File: src/rtl/voice_allocator.sv
// Polyphonic voice allocator: maps note on/off pulses onto voice slots,
// retriggering held notes and stealing the oldest voice when all are busy.
module voice_allocator #(
  parameter int NUM_VOICES = 4,
  parameter int FREQ_W     = 32,
  parameter int AGE_W      = 4
) (
  input  logic                           clk,
  input  logic                           rst,
  input  logic                           note_on,
  input  logic                           note_off,
  input  logic [6:0]                     note_in,
  input  logic [FREQ_W-1:0]              freq_in,
  output logic [NUM_VOICES-1:0]          voice_gate,
  output logic [NUM_VOICES-1:0]          voice_trig,
  output logic [7*NUM_VOICES-1:0]        voice_note,
  output logic [FREQ_W*NUM_VOICES-1:0]   voice_freq,
  output logic                           steal,
  output logic [$clog2(NUM_VOICES+1)-1:0] active_count
);

  localparam int IW = (NUM_VOICES > 1) ? $clog2(NUM_VOICES) : 1;
  localparam int CW = $clog2(NUM_VOICES+1);
  localparam logic [AGE_W-1:0] AMAX = AGE_W'(NUM_VOICES-1);

  logic [NUM_VOICES-1:0] r_gate, r_trig;
  logic [6:0]            r_note [NUM_VOICES];
  logic [FREQ_W-1:0]     r_freq [NUM_VOICES];
  logic [AGE_W-1:0]      r_age  [NUM_VOICES];
  logic                  r_steal;
  logic [CW-1:0]         r_count;

  logic [NUM_VOICES-1:0] w_gate, w_trig;
  logic [6:0]            w_note [NUM_VOICES];
  logic [FREQ_W-1:0]     w_freq [NUM_VOICES];
  logic [AGE_W-1:0]      w_age  [NUM_VOICES];
  logic                  w_steal;
  logic [CW-1:0]         w_count;

  logic          w_hit, w_free;
  logic [IW-1:0] w_hit_idx, w_free_idx, w_old_idx;

  // Lowest-index match wins, so scan from the top down.
  always_comb begin
    w_hit      = 1'b0;
    w_free     = 1'b0;
    w_hit_idx  = '0;
    w_free_idx = '0;
    w_old_idx  = '0;
    for (int v = NUM_VOICES-1; v >= 0; v--) begin
      if (r_gate[v] && r_note[v] == note_in) begin
        w_hit     = 1'b1;
        w_hit_idx = IW'(v);
      end
      if (!r_gate[v]) begin
        w_free     = 1'b1;
        w_free_idx = IW'(v);
      end
      if (r_age[v] == AMAX)
        w_old_idx = IW'(v);
    end
  end

  always_comb begin
    w_gate  = r_gate;
    w_note  = r_note;
    w_freq  = r_freq;
    w_age   = r_age;
    w_trig  = '0;
    w_steal = 1'b0;
    w_count = '0;
    if (note_on) begin
      if (w_hit) begin
        for (int v = 0; v < NUM_VOICES; v++)
          if (r_gate[v] && r_age[v] < r_age[w_hit_idx])
            w_age[v] = r_age[v] + 1'b1;
        w_age[w_hit_idx]  = '0;
        w_freq[w_hit_idx] = freq_in;
        w_trig[w_hit_idx] = 1'b1;
      end else if (w_free) begin
        for (int v = 0; v < NUM_VOICES; v++)
          if (r_gate[v] && r_age[v] != AMAX)
            w_age[v] = r_age[v] + 1'b1;
        w_gate[w_free_idx] = 1'b1;
        w_note[w_free_idx] = note_in;
        w_freq[w_free_idx] = freq_in;
        w_trig[w_free_idx] = 1'b1;
        w_age[w_free_idx]  = '0;
      end else begin
        for (int v = 0; v < NUM_VOICES; v++)
          if (r_age[v] != AMAX)
            w_age[v] = r_age[v] + 1'b1;
        w_note[w_old_idx] = note_in;
        w_freq[w_old_idx] = freq_in;
        w_trig[w_old_idx] = 1'b1;
        w_age[w_old_idx]  = '0;
        w_steal           = 1'b1;
      end
    end else if (note_off && w_hit) begin
      for (int v = 0; v < NUM_VOICES; v++)
        if (r_gate[v] && r_age[v] > r_age[w_hit_idx])
          w_age[v] = r_age[v] - 1'b1;
      w_gate[w_hit_idx] = 1'b0;
    end
    for (int v = 0; v < NUM_VOICES; v++)
      w_count = w_count + CW'(w_gate[v]);
  end

  always_ff @(posedge clk) begin
    if (rst) begin
      r_gate  <= '0;
      r_trig  <= '0;
      r_steal <= 1'b0;
      r_count <= '0;
      for (int v = 0; v < NUM_VOICES; v++) begin
        r_note[v] <= '0;
        r_freq[v] <= '0;
        r_age[v]  <= '0;
      end
    end else begin
      r_gate  <= w_gate;
      r_trig  <= w_trig;
      r_steal <= w_steal;
      r_count <= w_count;
      r_note  <= w_note;
      r_freq  <= w_freq;
      r_age   <= w_age;
    end
  end

  for (genvar g = 0; g < NUM_VOICES; g++) begin : g_pack
    assign voice_note[7*g +: 7]           = r_note[g];
    assign voice_freq[FREQ_W*g +: FREQ_W] = r_freq[g];
  end

  assign voice_gate   = r_gate;
  assign voice_trig   = r_trig;
  assign steal        = r_steal;
  assign active_count = r_count;

endmodule

File: config.mk
export PLATFORM = sky130hd
export DESIGN_NAME = voice_allocator
export DESIGN_NICKNAME = d
export VERILOG_FILES = /design/src/rtl/voice_allocator.sv
export SDC_FILE = /design/constraint.sdc
export NUM_CORES = 1
export LEC_CHECK = 0
export BUFFER_PORTS_ARGS = -buffer_cell sky130_fd_sc_hd__buf_2
export CORE_MARGIN = 4
export CORE_UTILIZATION = 40
export CTS_CLUSTER_SIZE = 12
export DETAILED_ROUTE_END_ITERATION = 8
export GPL_TIMING_DRIVEN = 0
export MAX_ROUTING_LAYER = met4
export PLACE_DENSITY = 0.68
export SETUP_SLACK_MARGIN = 0.05
export SYNTH_ARGS = -nofsm -noshare
export SYNTH_HDL_FRONTEND = slang
export SYNTH_SLANG_ARGS = --single-unit
File: constraint.sdc
create_clock -name clk -period 5.4 [get_ports clk]
set_input_delay 0.27 -clock clk [delete_from_list [all_inputs] [get_ports clk]]
set_output_delay 0.27 -clock clk [all_outputs]
set_load 0.005 [all_outputs]
==> impl_metrics.csv <==
group,metric,value,unit
worst_setup_path,cp_data_required_time,5710,ps
sta,slew_headroom,35.4,%
clocking,cts_setup_buffers,0,
sta,final_hold_viol_count,0,
sta,period_minus_slack,4580,ps
placement,detail_placement_hpwl,22600,µm
floorplanning,initial_core_util,40.6,%
worst_setup_path,timing.critical_path.arrival,4890,ps
worst_setup_path,critical_path.endpoint_type,"register",
clocking,clock_slew_at_reported_path_ffs,90,ps
clocking,clk_root_buffer_cell,"sky130_fd_sc_hd__clkbuf_16",
worst_setup_path,critPathKind,"reg -> reg",
finish,stdcell_count,1623,
sta,tns,0,ps
sta,setup_repair_after_global_routing_missed_its_margin,"no",
logic_synthesis,ys.flop_type,"sky130_fd_sc_hd__dfxtp_1",
floorplanning,chipWidth,157,µm
logic_synthesis,postSynthAreaPerCell,7.98,µm²
power,irDropWorstVdd,220,µV
placement,place.port_buffers,202,
route,detail_route.vias_per_cell,5.49,
clocking,postCtsResizedCells,0,
worst_setup_path,crit_chain,"clkbuf_1, nand4_1, nor2_1, a21oi_1, nand2_1, o21ai_0, o21ai_0, ha_1, a21o_1, a31o_2, nor4b_2, a41o_1, a311o_1, o41ai_2",
grt,grt_pass1_vias,8536,
grt,grt-ovfl-total,0,
clocking,cts_hold_buf,0,
grt,grt_usage,25.0,%
worst_setup_path,critical_path.max_stage_delay,610,ps
floorplanning,pin_count,211,
route,drtPass1Iterations,5,
route,drt_wl_total,30200,µm
clocking,cts_max_path_buffers,2,
route,route.vias.total,8916,
finish,nFillCells,2138,
sta,max_freq,0.218,GHz
clocking,cts-htree-levels,4,
floorplanning,die_h,157,µm
power,p_leak,4.53,nW
floorplanning,placement_rows,54,
finish,num-nets-final,1395,
logic_synthesis,yosysUniqueCellTypes,84,
grt,grt_max_degree,23,
finish,drive_above_1_share,22.1,%
logic_synthesis,ys_async_rst_share,0,%
placement,routabilityCongestion,0.952,
route,drt_iter0_drc,671,
sta,worst-slew-pin-transition,967,ps
worst_setup_path,cp-start-kind,"register",
logic_synthesis,number_of_register_bits_inferred_by_synthesis,184,
placement,number_of_placed_cells_counting_well_taps,1590,
logic_synthesis,postSynthNetCount,1174,
run_status,status,"finished, final reports clean",
logic_synthesis,yosysSeqAreaShare,41.7,%
route,final_antenna_net_count,0,
clocking,tritoncts.num_buffers,17,
clocking,worstSkewPairLatency,450,ps
logic_synthesis,synthesis.area,8840,µm²
logic_synthesis,number_of_synthesized_flops_with_an_enable_pin,0,
floorplanning,floorplan.die_area,24500,µm²
run,cap_violations,0,
route,detail_route.drc_violations,0,
worst_setup_path,critPathMaxFanout,9,
worst_hold_path,min-delay-path-class,"in -> reg",
power,power-per-cell-area,298,nW/µm²
grt,grt_antenna_before_repair,1,
route,average_wire_per_cell_in_the_routed_design,18.6,µm
clocking,tritoncts_clock_tree,"done",
logic_synthesis,netlist_instances,1108,
sta,setup_clock_skew_after_layout,21.9,ps
floorplanning,core_area,21800,µm²
worst_setup_path,cpMaxStageDelayCell,"sky130_fd_sc_hd__o21ai_0",
sta,fin_crit_sh,84.9,%
grt,grt_first_pass_wirelength,47100,µm
finish,multi_input_comb_area,4710,µm²
worst_setup_path,cpMostUsedCell,"sky130_fd_sc_hd__o21ai_0",
finish,final-seq-area,3680,µm²
sta,setup-violations-final,0,
finish,synthToLayoutAreaGrowth,22.6,%
logic_synthesis,yosys_warnings,0,
sta,maxSlewViolCount,0,
clocking,numClockSinks,184,
==> power breakdown <==
part,switching (mW),internal [mW]
Sequential,0.0374,1.40
Clock,0.675,0.647
Combinational,0.295,0.173
==> state kept, by name, summed over array words and instances (netlist names) <==
register / cells
r_age: 16
voice_gate: 4
voice_trig: 4
steal: 1
voice_freq: 128
voice_note: 28
active_count: 3
==> logic make-up after synthesis <==
family	synth area share [%]
flip-flops	41.7
AO/OA/AOI/OAI	21.2
adder cells (fa/ha/maj)	3.45
multiplexers	3.06
buffers and inverters	5.05
AND/OR/NAND/NOR	22.1
XOR/XNOR	3.44
==> placed cells by master (no fill, tap or decap), types with 14 or more instances in the layout <==
cell,count
sky130_fd_sc_hd__o21ai_0,23
sky130_fd_sc_hd__nand2_1,307
sky130_fd_sc_hd__clkbuf_16,17
sky130_fd_sc_hd__nor2_1,48
sky130_fd_sc_hd__nand3_1,17
sky130_fd_sc_hd__inv_1,25
sky130_fd_sc_hd__nand4_1,14
sky130_fd_sc_hd__clkbuf_1,49
sky130_fd_sc_hd__buf_2,223
sky130_fd_sc_hd__dfxtp_1,184
sky130_fd_sc_hd__a21oi_1,162
sky130_fd_sc_hd__ha_1,22
sky130_fd_sc_hd__xnor2_1,25
sky130_fd_sc_hd__mux2i_1,27
==> final cells by class <==
type	instances	share of cell area [%]
tap	280	3.23
buffer	77	3.22
inverter	26	0.900
antenna	1	0.0231
timing repair buffer	202	9.33
multi-input combinational	821	43.5
sequential	184	34.0
clock buffer	17	3.92
clock inverter	15	1.94
==> Yosys cell counts, types with 3 or more instances <==
| cell | n | area [µm²] |
|---|---|---|
| sky130_fd_sc_hd__nand2_1 | 307 | 1150 |
| sky130_fd_sc_hd__xor2_1 | 6 | 52.6 |
| sky130_fd_sc_hd__and4_1 | 3 | 26.3 |
| sky130_fd_sc_hd__o21a_1 | 3 | 22.5 |
| sky130_fd_sc_hd__nor2b_1 | 7 | 43.8 |
| sky130_fd_sc_hd__xnor2_1 | 25 | 219 |
| sky130_fd_sc_hd__nand4_1 | 14 | 87.6 |
| sky130_fd_sc_hd__or3_1 | 3 | 18.8 |
| sky130_fd_sc_hd__a21oi_1 | 162 | 811 |
| sky130_fd_sc_hd__o21ai_1 | 3 | 15.0 |
| sky130_fd_sc_hd__dfxtp_1 | 184 | 3680 |
| sky130_fd_sc_hd__inv_1 | 25 | 93.8 |
| sky130_fd_sc_hd__nand2b_1 | 3 | 18.8 |
| sky130_fd_sc_hd__o32ai_1 | 4 | 35.0 |
| sky130_fd_sc_hd__a22oi_1 | 3 | 22.5 |
| sky130_fd_sc_hd__nor4_1 | 3 | 18.8 |
| sky130_fd_sc_hd__and3_1 | 10 | 62.6 |
| sky130_fd_sc_hd__clkbuf_1 | 49 | 184 |
| sky130_fd_sc_hd__a211oi_1 | 3 | 22.5 |
| sky130_fd_sc_hd__buf_4 | 5 | 37.5 |
| sky130_fd_sc_hd__o21ai_0 | 23 | 115 |
| sky130_fd_sc_hd__nand3_1 | 17 | 85.1 |
| sky130_fd_sc_hd__mux2i_1 | 27 | 270 |
| sky130_fd_sc_hd__a21o_1 | 8 | 60.1 |
| sky130_fd_sc_hd__o31ai_1 | 6 | 45.0 |
| sky130_fd_sc_hd__a31o_2 | 3 | 26.3 |
| sky130_fd_sc_hd__a31oi_1 | 11 | 68.8 |
| sky130_fd_sc_hd__and2_1 | 8 | 50.1 |
| sky130_fd_sc_hd__a41oi_1 | 3 | 26.3 |
| sky130_fd_sc_hd__buf_2 | 21 | 105 |
| sky130_fd_sc_hd__o2bb2ai_1 | 4 | 35.0 |
| sky130_fd_sc_hd__a32oi_1 | 5 | 43.8 |
| sky130_fd_sc_hd__a211oi_2 | 4 | 50.1 |
| sky130_fd_sc_hd__o22ai_1 | 11 | 68.8 |
| sky130_fd_sc_hd__ha_1 | 22 | 275 |
| sky130_fd_sc_hd__nor3_1 | 6 | 30.0 |
| sky130_fd_sc_hd__nor2_1 | 48 | 180 |
==> critical path, delay by kind of cell, from the launching register on <==
kind / cells / cell delay (ps)
adder cells (fa/ha/maj): 1 / 390
flip-flops: 1 / 360
AO/OA/AOI/OAI: 8 / 1900
AND/OR/NAND/NOR: 4 / 1340
buffers and inverters: 1 / 460
==> stage by stage <==
step | util [%] | setup slack (ps) | power [mW] | cell area (µm²) | hold WS (ps)
floorplan | - | 1670 | 1.77 | 8840 | 410
global placement | 46.9 | 924 | 1.92 | 10200 | 435
detailed placement | 46.9 | 924 | 1.93 | 10200 | 441
CTS | 49.8 | 916 | 3.24 | 10800 | 80.9
global route | 49.8 | 519 | 3.35 | 10800 | 89.8
finish | 49.8 | 817 | 3.23 | 10800 | 95.8
==> per-layer routing <==
layer | GRT usage, % | part of all wire (%)
met1 | 31.4 | 42
met2 | 38.7 | 46
met5 | - | 0
met3 | 6.33 | 9.3
met4 | 9.26 | 3.1
==> path summary, 6_finish.rpt <==
path / slack [ps] / to / from / depth (start not counted)
min: 100 / voice_freq[17]$_SDFFE_PP0P_ / freq_in[17] / 3
max: 820 / r_age[3]$_SDFFE_PP0P_ / voice_gate[0]$_SDFF_PP0_ / 14
min reg2reg: 450 / voice_freq[127]$_SDFFE_PP0P_ / voice_freq[127]$_SDFFE_PP0P_ / 2
max reg2reg: 820 / r_age[3]$_SDFFE_PP0P_ / voice_gate[0]$_SDFF_PP0_ / 14
(Power assumes the default switching activity.)
